**src/rtl/bounding_box_scan.sv**
```systemverilog
// Bounding-box scanner: walks an interleaved-channel frame buffer one sample
// at a time over a req/ready/valid read port and reports the box, count and
// found flag of all foreground pixels.
//
// state  | meaning
// -------+-----------------------------------------------------------
// IDLE   | waiting for start
// LOAD   | check geometry, compute row stride, clear working registers
// REQ    | read request presented, waiting for rd_ready
// WAIT   | one read outstanding, waiting for rd_valid
// EVAL   | classify completed pixel, advance x/y
// DONE   | results valid, waiting for the next start
module bounding_box_scan #(
    parameter int COORD_W   = 11,
    parameter int MAX_W     = 2047,
    parameter int MAX_H     = 2047,
    parameter int CHANNELS  = 3,
    parameter int DATA_W    = 8,
    parameter int ADDR_W    = 32,
    parameter int ROW_ALIGN = 4
) (
    input  logic                 clk,
    input  logic                 rst_n,
    input  logic                 start,
    output logic                 busy,
    output logic                 done,
    output logic                 err,
    input  logic [COORD_W-1:0]   img_w,
    input  logic [COORD_W-1:0]   img_h,
    input  logic [ADDR_W-1:0]    base_addr,
    input  logic [DATA_W-1:0]    threshold,
    input  logic [1:0]           mode,
    output logic                 rd_req,
    output logic [ADDR_W-1:0]    rd_addr,
    input  logic                 rd_ready,
    input  logic                 rd_valid,
    input  logic [DATA_W-1:0]    rd_data,
    output logic [COORD_W-1:0]   x_min,
    output logic [COORD_W-1:0]   x_max,
    output logic [COORD_W-1:0]   y_min,
    output logic [COORD_W-1:0]   y_max,
    output logic                 found,
    output logic [2*COORD_W-1:0] pix_count
);

    typedef enum logic [2:0] {S_IDLE, S_LOAD, S_REQ, S_WAIT, S_EVAL, S_DONE} state_t;

    localparam int SUM_W = DATA_W + 2;
    localparam int THR_W = DATA_W + 3;
    localparam int CNT_W = 2 * COORD_W;
    localparam logic [ADDR_W-1:0] ALIGN_MASK = ADDR_W'(ROW_ALIGN - 1);
    localparam logic [1:0]        C_LAST     = 2'(CHANNELS - 1);

    state_t state, state_nxt;

    logic [COORD_W-1:0] w_r, h_r, x_r, y_r;
    logic [ADDR_W-1:0]  base_r, stride_r;
    logic [DATA_W-1:0]  thr_r;
    logic [1:0]         mode_r, c_r;
    logic               any_f, all_f;
    logic [SUM_W-1:0]   sum_r;
    logic [COORD_W-1:0] xmin_w, xmax_w, ymin_w, ymax_w;
    logic [CNT_W-1:0]   cnt_w;

    logic               geom_bad, last_pix, row_end, fg, lt;
    logic [THR_W-1:0]   thr_x;
    logic [COORD_W-1:0] xmin_n, xmax_n, ymin_n, ymax_n;
    logic [CNT_W-1:0]   cnt_n;

    // Classification, box update and geometry decode for the current pixel
    always_comb begin
        geom_bad = (w_r == '0) || (h_r == '0) ||
                   (32'(w_r) > MAX_W) || (32'(h_r) > MAX_H);
        row_end  = (x_r == w_r - 1'b1);
        last_pix = row_end && (y_r == h_r - 1'b1);
        lt       = (rd_data < thr_r);
        thr_x    = THR_W'(thr_r) * THR_W'(CHANNELS);
        case (mode_r)
            2'd1:    fg = all_f;
            2'd2:    fg = (THR_W'(sum_r) < thr_x);
            default: fg = any_f;
        endcase
        xmin_n = (fg && x_r < xmin_w) ? x_r : xmin_w;
        xmax_n = (fg && x_r > xmax_w) ? x_r : xmax_w;
        ymin_n = (fg && y_r < ymin_w) ? y_r : ymin_w;
        ymax_n = (fg && y_r > ymax_w) ? y_r : ymax_w;
        cnt_n  = cnt_w + CNT_W'(fg);
        rd_addr = '0;
        if (state == S_REQ)
            rd_addr = base_r + ADDR_W'(y_r) * stride_r
                    + ADDR_W'(x_r) * ADDR_W'(CHANNELS) + ADDR_W'(c_r);
    end

    // State register
    always_ff @(posedge clk) begin
        if (!rst_n) state <= S_IDLE;
        else        state <= state_nxt;
    end

    // Next-state and handshake/status outputs
    always_comb begin
        state_nxt = state;
        busy      = 1'b0;
        done      = 1'b0;
        rd_req    = 1'b0;
        case (state)
            S_IDLE: if (start) state_nxt = S_LOAD;
            S_LOAD: begin
                busy      = 1'b1;
                state_nxt = geom_bad ? S_DONE : S_REQ;
            end
            S_REQ: begin
                busy   = 1'b1;
                rd_req = 1'b1;
                if (rd_ready) state_nxt = S_WAIT;
            end
            S_WAIT: begin
                busy = 1'b1;
                if (rd_valid) state_nxt = (c_r == C_LAST) ? S_EVAL : S_REQ;
            end
            S_EVAL: begin
                busy      = 1'b1;
                state_nxt = last_pix ? S_DONE : S_REQ;
            end
            S_DONE: begin
                done = 1'b1;
                if (start) state_nxt = S_LOAD;
            end
            default: state_nxt = S_IDLE;
        endcase
    end

    // Datapath: input capture, sample accumulation, scan position and results
    always_ff @(posedge clk) begin
        if (!rst_n) begin
            w_r <= '0; h_r <= '0; base_r <= '0; thr_r <= '0; mode_r <= '0;
            stride_r <= '0; x_r <= '0; y_r <= '0; c_r <= '0;
            any_f <= 1'b0; all_f <= 1'b1; sum_r <= '0;
            xmin_w <= '1; ymin_w <= '1; xmax_w <= '0; ymax_w <= '0; cnt_w <= '0;
            err <= 1'b0; found <= 1'b0; pix_count <= '0;
            x_min <= '0; x_max <= '0; y_min <= '0; y_max <= '0;
        end else begin
            case (state)
                S_IDLE, S_DONE: begin
                    if (start) begin
                        w_r    <= img_w;
                        h_r    <= img_h;
                        base_r <= base_addr;
                        thr_r  <= threshold;
                        mode_r <= mode;
                    end
                end
                S_LOAD: begin
                    stride_r <= (ADDR_W'(w_r) * ADDR_W'(CHANNELS) + ALIGN_MASK) & ~ALIGN_MASK;
                    x_r <= '0; y_r <= '0; c_r <= '0;
                    any_f <= 1'b0; all_f <= 1'b1; sum_r <= '0;
                    xmin_w <= '1; ymin_w <= '1; xmax_w <= '0; ymax_w <= '0; cnt_w <= '0;
                    err <= geom_bad;
                    if (geom_bad) begin
                        found <= 1'b0; pix_count <= '0;
                        x_min <= '0; x_max <= '0; y_min <= '0; y_max <= '0;
                    end
                end
                S_WAIT: begin
                    if (rd_valid) begin
                        any_f <= any_f | lt;
                        all_f <= all_f & lt;
                        sum_r <= sum_r + SUM_W'(rd_data);
                        if (c_r != C_LAST) c_r <= c_r + 1'b1;
                    end
                end
                S_EVAL: begin
                    xmin_w <= xmin_n; xmax_w <= xmax_n;
                    ymin_w <= ymin_n; ymax_w <= ymax_n;
                    cnt_w  <= cnt_n;
                    any_f <= 1'b0; all_f <= 1'b1; sum_r <= '0; c_r <= '0;
                    if (last_pix) begin
                        // An empty frame reports zeros rather than the min/max sentinels
                        found     <= (cnt_n != '0);
                        pix_count <= cnt_n;
                        x_min <= (cnt_n != '0) ? xmin_n : '0;
                        x_max <= (cnt_n != '0) ? xmax_n : '0;
                        y_min <= (cnt_n != '0) ? ymin_n : '0;
                        y_max <= (cnt_n != '0) ? ymax_n : '0;
                    end else if (row_end) begin
                        x_r <= '0;
                        y_r <= y_r + 1'b1;
                    end else begin
                        x_r <= x_r + 1'b1;
                    end
                end
                default: ;
            endcase
        end
    end

endmodule
```
**config.mk**
```make
export PLATFORM = sky130hd
export DESIGN_NAME = bounding_box_scan
export DESIGN_NICKNAME = d
export VERILOG_FILES = /design/src/rtl/bounding_box_scan.sv
export SDC_FILE = /design/constraint.sdc
export NUM_CORES = 1
export LEC_CHECK = 0
export ABC_AREA = 0
export CELL_PAD_IN_SITES_DETAIL_PLACEMENT = 1
export CELL_PAD_IN_SITES_GLOBAL_PLACEMENT = 1
export CORE_AREA = 2 2 223 225
export CTS_BUF_LIST = sky130_fd_sc_hd__clkbuf_4 sky130_fd_sc_hd__clkbuf_8
export CTS_CLUSTER_SIZE = 12
export DETAILED_ROUTE_END_ITERATION = 12
export DIE_AREA = 0 0 225 227
export GPL_TIMING_DRIVEN = 0
export MAX_ROUTING_LAYER = met4
export PLACE_DENSITY = 0.82
export SYNTH_ARGS = -nofsm -noshare
export SYNTH_HDL_FRONTEND = slang
export SYNTH_SLANG_ARGS = --single-unit
```
**constraint.sdc**
```tcl
create_clock -name clk -period 8.9 [get_ports clk]
set_input_delay 1.78 -clock clk [delete_from_list [all_inputs] [get_ports clk]]
set_output_delay 1.78 -clock clk [all_outputs]
set_load 0.02 [all_outputs]
```
Yosys cells after proc, flatten, opt, wreduce, memory -nomap -nowiden
Index checks and enable logic that the tools add are counted.

$add $sub $neg: 11. Eq/ne operators: 19. Multiply operators: 4. Multiplexer cells: 55. Bitwise logic cells: 2. Order comparisons: 6. Reductions and logical operators: 22.

Operators with widths (number): case mux 11 bit (2 select lines) (10); two-way mux 11 bit (17); case mux 22 bit (2 select lines) (2); two-way mux 22 bit (2); adder 32 x 13 -> 32 bit (1); adder 32 x 2 -> 32 bit (1); adder 32 bit (1); two-way mux 32 bit (1); multiplier 11 x 30 -> 30 bit (1); multiplier 11 x 2 -> 13 bit (second input constant) (2); adder 11 x 1 -> 11 bit (second input constant) (2); adder 22 x 1 -> 22 bit (1); == test 11 bit (2); greater-than comparator 11 bit (2); zero test 11 bit (2); < comparator 11 bit (2); nonzero test 22 bit (1); subtractor 11 x 1 -> 11 bit (second input constant) (2); case mux 10 bit (2 select lines) (1); two-way mux 3 bit (6); != test 2 bit (second input constant) (8); case mux 3 bit (5 select lines) (1); adder 13 x 2 -> 14 bit (second input constant) (1); AND reduction 3 bit (4); other kinds (25) (46).

Register bits: 267. Bits of input ports: 77. Output and inout port bits: 103.

Logic depth before layout (Yosys ltp)
Depth in word-level cells: 8. Mapped depth: 32.

Worst setup path after synthesis
OpenSTA, ideal clock, no wires.

Path type: register to output. Start point: reg y_r[4]. End point: out rd_addr[28]. Data required time: 7.120 ns. Path buffers: 2. Cell stages (with the launch flop): 30. Data arrival time: 7.463 ns. Setup slack: -0.343 ns. Path through: dfxtp_1 clkbuf_1 buf_1 nand2_1 fa_1 fa_1 fa_1 inv_1 fa_1 inv_1 fa_1 inv_1 ha_1 and3_1 a211oi_1 o21bai_1 a21oi_1 o21bai_1 a21oi_1 xnor2_1 ha_1 ha_1 nand2_1 o21ai_0 a21o_1 or3_1 o211ai_1 a21oi_1 o21ai_0 mux2i_1.

Word-level cells in the longest chain between the ends: 5.

Ends and longest elaborated chain: start: declaration (RTL line 56) `logic [COORD_W-1:0] w_r, h_r, x_r, y_r;`; start signal: assignment (RTL line 187) `y_r <= y_r + 1'b1;`; multiplier 11 x 30 -> 30 bit (RTL line 90) `rd_addr = base_r + ADDR_W'(y_r) * stride_r`; adder 32 bit (RTL line 90); adder 32 x 13 -> 32 bit (RTL line 91) `+ ADDR_W'(x_r) * ADDR_W'(CHANNELS) + ADDR_W'(c_r);`; adder 32 x 2 -> 32 bit (RTL line 91); two-way mux 32 bit (RTL line 89) `if (state == S_REQ)`; end: declaration (RTL line 34) `output logic [ADDR_W-1:0] rd_addr,`.

Every way passes these cells.

Worst setup path in the final report
Start point: reg y_r[4]. End point: out rd_addr[26].

The elaborated chain is that of the path after synthesis.

==> flow_summary.json <==
{
  "wl_met3_um": 4359,
  "grt_max_degree": 15,
  "synth_area_um2": 20320,
  "cpMostUsedCell": "fa_1",
  "routed_wl_um": 79410,
  "ant_nets": 0,
  "synth_compound_area_share_pct": 18.73,
  "numPlacedInstances": 3180,
  "worstPathRequired_ns": 7.12,
  "dpl_cell_area_um2": 22930,
  "avgSynthCellArea_um2": 8.537,
  "hold_path.class": "register to register",
  "p_per_area_nw_per_um2": 178.8,
  "cts_sinks": 248,
  "synth_warnings": 0,
  "yosysMostFrequentCell": "nand2_1",
  "first_pass_iters": 5,
  "synth_ff_type": "dfxtp_1",
  "synth-simple-area-share_pct": 17.36,
  "num_io_pins": 180,
  "period_share_pct": 110.9,
  "period_needed_ns": 9.871,
  "yosys.area.top_type": "dfxtp_1",
  "hold_viol_final": 0,
  "cp_slowest_cell": "fa_2",
  "vdd_ir_drop_max_mv": 0.1378,
  "die_w_um": 225,
  "routedWlPerCell_um": 23.77,
  "startpoint_type": "register",
  "setup_ws_ns": -0.9705,
  "p_leak_nw": 11.49,
  "netlist_instances": 2380,
  "core_area_um2": 48550,
  "layout-drive-gt1-share_pct": 15.83,
  "port_buffers": 178,
  "r2r_setup_slack_ns": 1.79,
  "clock_skew_ns": 0.06483,
  "maxSlewHeadroom_pct": 24.64,
  "reg2reg_from": "thr_r[1]",
  "reg_top3": "base_r (32), cnt_w (22), pix_count (22)",
  "critical_path_class": "register to output pin",
  "dp_hpwl_um": 52560,
  "grt_pass1_wl_um": 113900,
  "viasPerCell": 5.924,
  "grtUsageTotal_pct": 29.27,
  "initial_core_util_pct": 41.85,
  "worstPathMaxFanout": 6,
  "synthAdderAreaFrac_pct": 24.85,
  "clkTransAtPathRegs_ns": 0.06,
  "grt_overflow_total": 0,
  "synth_top_area_share_pct": 24.44,
  "crit_path_end_kind": "output pin",
  "syn2layout_area_growth_pct": 26.94,
  "violations": "negative setup slack",
  "final_cells": 3341,
  "clk_latency_ns": 0.67,
  "synthArstFlopShare_pct": 0,
  "vias": 19790,
  "synthTopCellsByCount": "nand2_1, dfxtp_1, inv_1",
  "cp-endpoint": "rd_addr[26]",
  "gp_congestion": 0.9116,
  "synth_seq_cells": 248,
  "r2r-end": "x_max[9]",
  "dr_wl_met2_um": 39740,
  "antenna_found_initial": 2,
  "die_area_um2": 51080,
  "tritoncts": "built",
  "slowest_delay_ns": 0.60,
  "fin_util_pct": 53.13,
  "fin_hold_ws_ns": 0.4625,
  "routed.top_layer": "met4",
  "fp.dieH_um": 227,
  "regMostFlops": "base_r",
  "status": "complete, but fails checks",
  "arrival_ns": 8.09,
  "largest_register_ffs": 32,
  "first_iter_violations": 1228,
  "fillers": 5573,
  "nets": 3095,
  "yosysSeqAreaShare_pct": 24.44,
  "synth-edff-count": 0,
  "htreeDepth": 2,
  "slew_viol_final": 0,
  "synth_xor_area_share_pct": 4.526,
  "postCtsHoldBufs": 0,
  "synth_top_family_by_area": "adder cells",
  "synth_nets": 2797,
  "cp-startpoint": "y_r[4]",
  "worst_slew_pin_slew_ns": 1.130,
  "setup_viol_count_final": 21,
  "row_count": 81,
  "ys_top_cells_by_area": "dfxtp_1, ha_1, fa_1",
  "reg2reg_depth": 27,
  "drv_cap": 0,
  "fmax_mhz": 101.3,
  "cts_root_buf": "clkbuf_8",
  "fin_area_um2": 25790,
  "clk_path_buf_depth": 3,
  "ys_types": 73,
  "first_global_vias": 21000,
  "drc_errors": 0,
  "synth_mux_area_share_pct": 2.857,
  "rsz0062_at_grt": "true",
  "cts_made_buffers": 47,
  "met1Wirelength_um": 30450
}
[metrics by stage]
step	power [mW]	TNS, ns	worst slack, ns
floorplan	2.525	0	0.01300
global placement	3.064	-18.47	-1.437
detailed placement	3.144	-20.96	-1.614
CTS	4.507	-4.515	-0.5543
global route	4.833	-15.16	-1.061
finish	4.611	-13.26	-0.9705
[where the power goes]
group / internal [mW] / leakage, nW / switching [mW] / total (mW)
sequential: 1.21 / 2.02 / 0.121 / 1.34
clock: 0.748 / 0.578 / 0.572 / 1.32
combinational: 0.662 / 8.89 / 1.29 / 1.96
total: 2.62 / 11.5 / 1.99 / 4.61
[cells in the final DEF, fill, tap and decap left out, drive strengths merged, types with 8 or more instances in the layout]
cell and count:
nor4 11, clkdlybuf4s50 157, and3 21, nand2b 29
or3 13, inv 252, a21oi 185, o2bb2ai 51
o21ai 76, a22o 36, o22a 23, buf 124
o31ai 15, xnor2 64, and2 83, nor2b 16
nor3 42, nand4 27, clkbuf 170, nand2 287
nand3 41, o21a 18, ha 234, nor2 98
dfxtp 248, fa 106, o21bai 17, a21o 42
o211ai 12, clkinv 8, xor2 41, mux2i 58
a211oi 13, or4 11, a31oi 12
[worst min path at each step]
stage          startpoint    endpoint  cells past startpoint  slack (ns)
5_1_grt          y_min[3]    y_min[3]                      1        0.49
3_5_place_dp        any_f       any_f                      2        0.46
3_3_place_gp     cnt_w[0]    cnt_w[0]                      2        0.44
6_report       base_r[21]  base_r[21]                      2        0.46
2_1_floorplan       all_f       all_f                      2        0.43
4_1_cts             any_f       any_f                      2        0.46
[metal layers]
metal	vias up	GRT usage (%)
met5	-	-
met4	0	14.31
met3	352	4.427
met2	811	51.92
met1	9865	32.10
li1	8763	-
[worst max-delay path: cells and delay by family, from the launching register on]
kind | cells | cell delay (ns)
flip-flops | 1 | 0.36
buffers and inverters | 9 | 1.13
AND/OR/NAND/NOR | 5 | 0.77
XOR/XNOR | 2 | 0.29
AO/OA/AOI/OAI | 6 | 1.33
adder cells (fa/ha/maj) | 8 | 3.58
[area by class of cell]
class                   instances  area (um^2)  share of cell area, %
inverters                     249        934.6                  3.624
diodes                          2        5.005                0.01940
clock buffers                  73        910.9                  3.532
plain buffers                 127        888.4                  3.444
clock inverters                15        173.9                 0.6743
well taps                     622        778.2                  3.017
repair buffers                253         2355                  9.130
flip-flops and latches        248         5005                  19.40
multi-input cells            1752        14740                  57.16
[cells by family after synthesis]
family / after synthesis
compound gates: 537
flops: 248
simple gates: 712
fa+ha+maj: 340
xor+xnor: 105
mux: 58
buf+inv: 380
[repair_timing]
| item | 4_1_cts | 5_1_grt |
|---|---|---|
| gates cloned | 0 | 0 |
| endpoints found under the setup margin | 23 | 22 |
| resized for setup | 296 | 93 |
| pin swaps | 78 | 80 |
| setup buffers | 53 | 22 |
No activity file was read; power rests on OpenSTA's default activity.
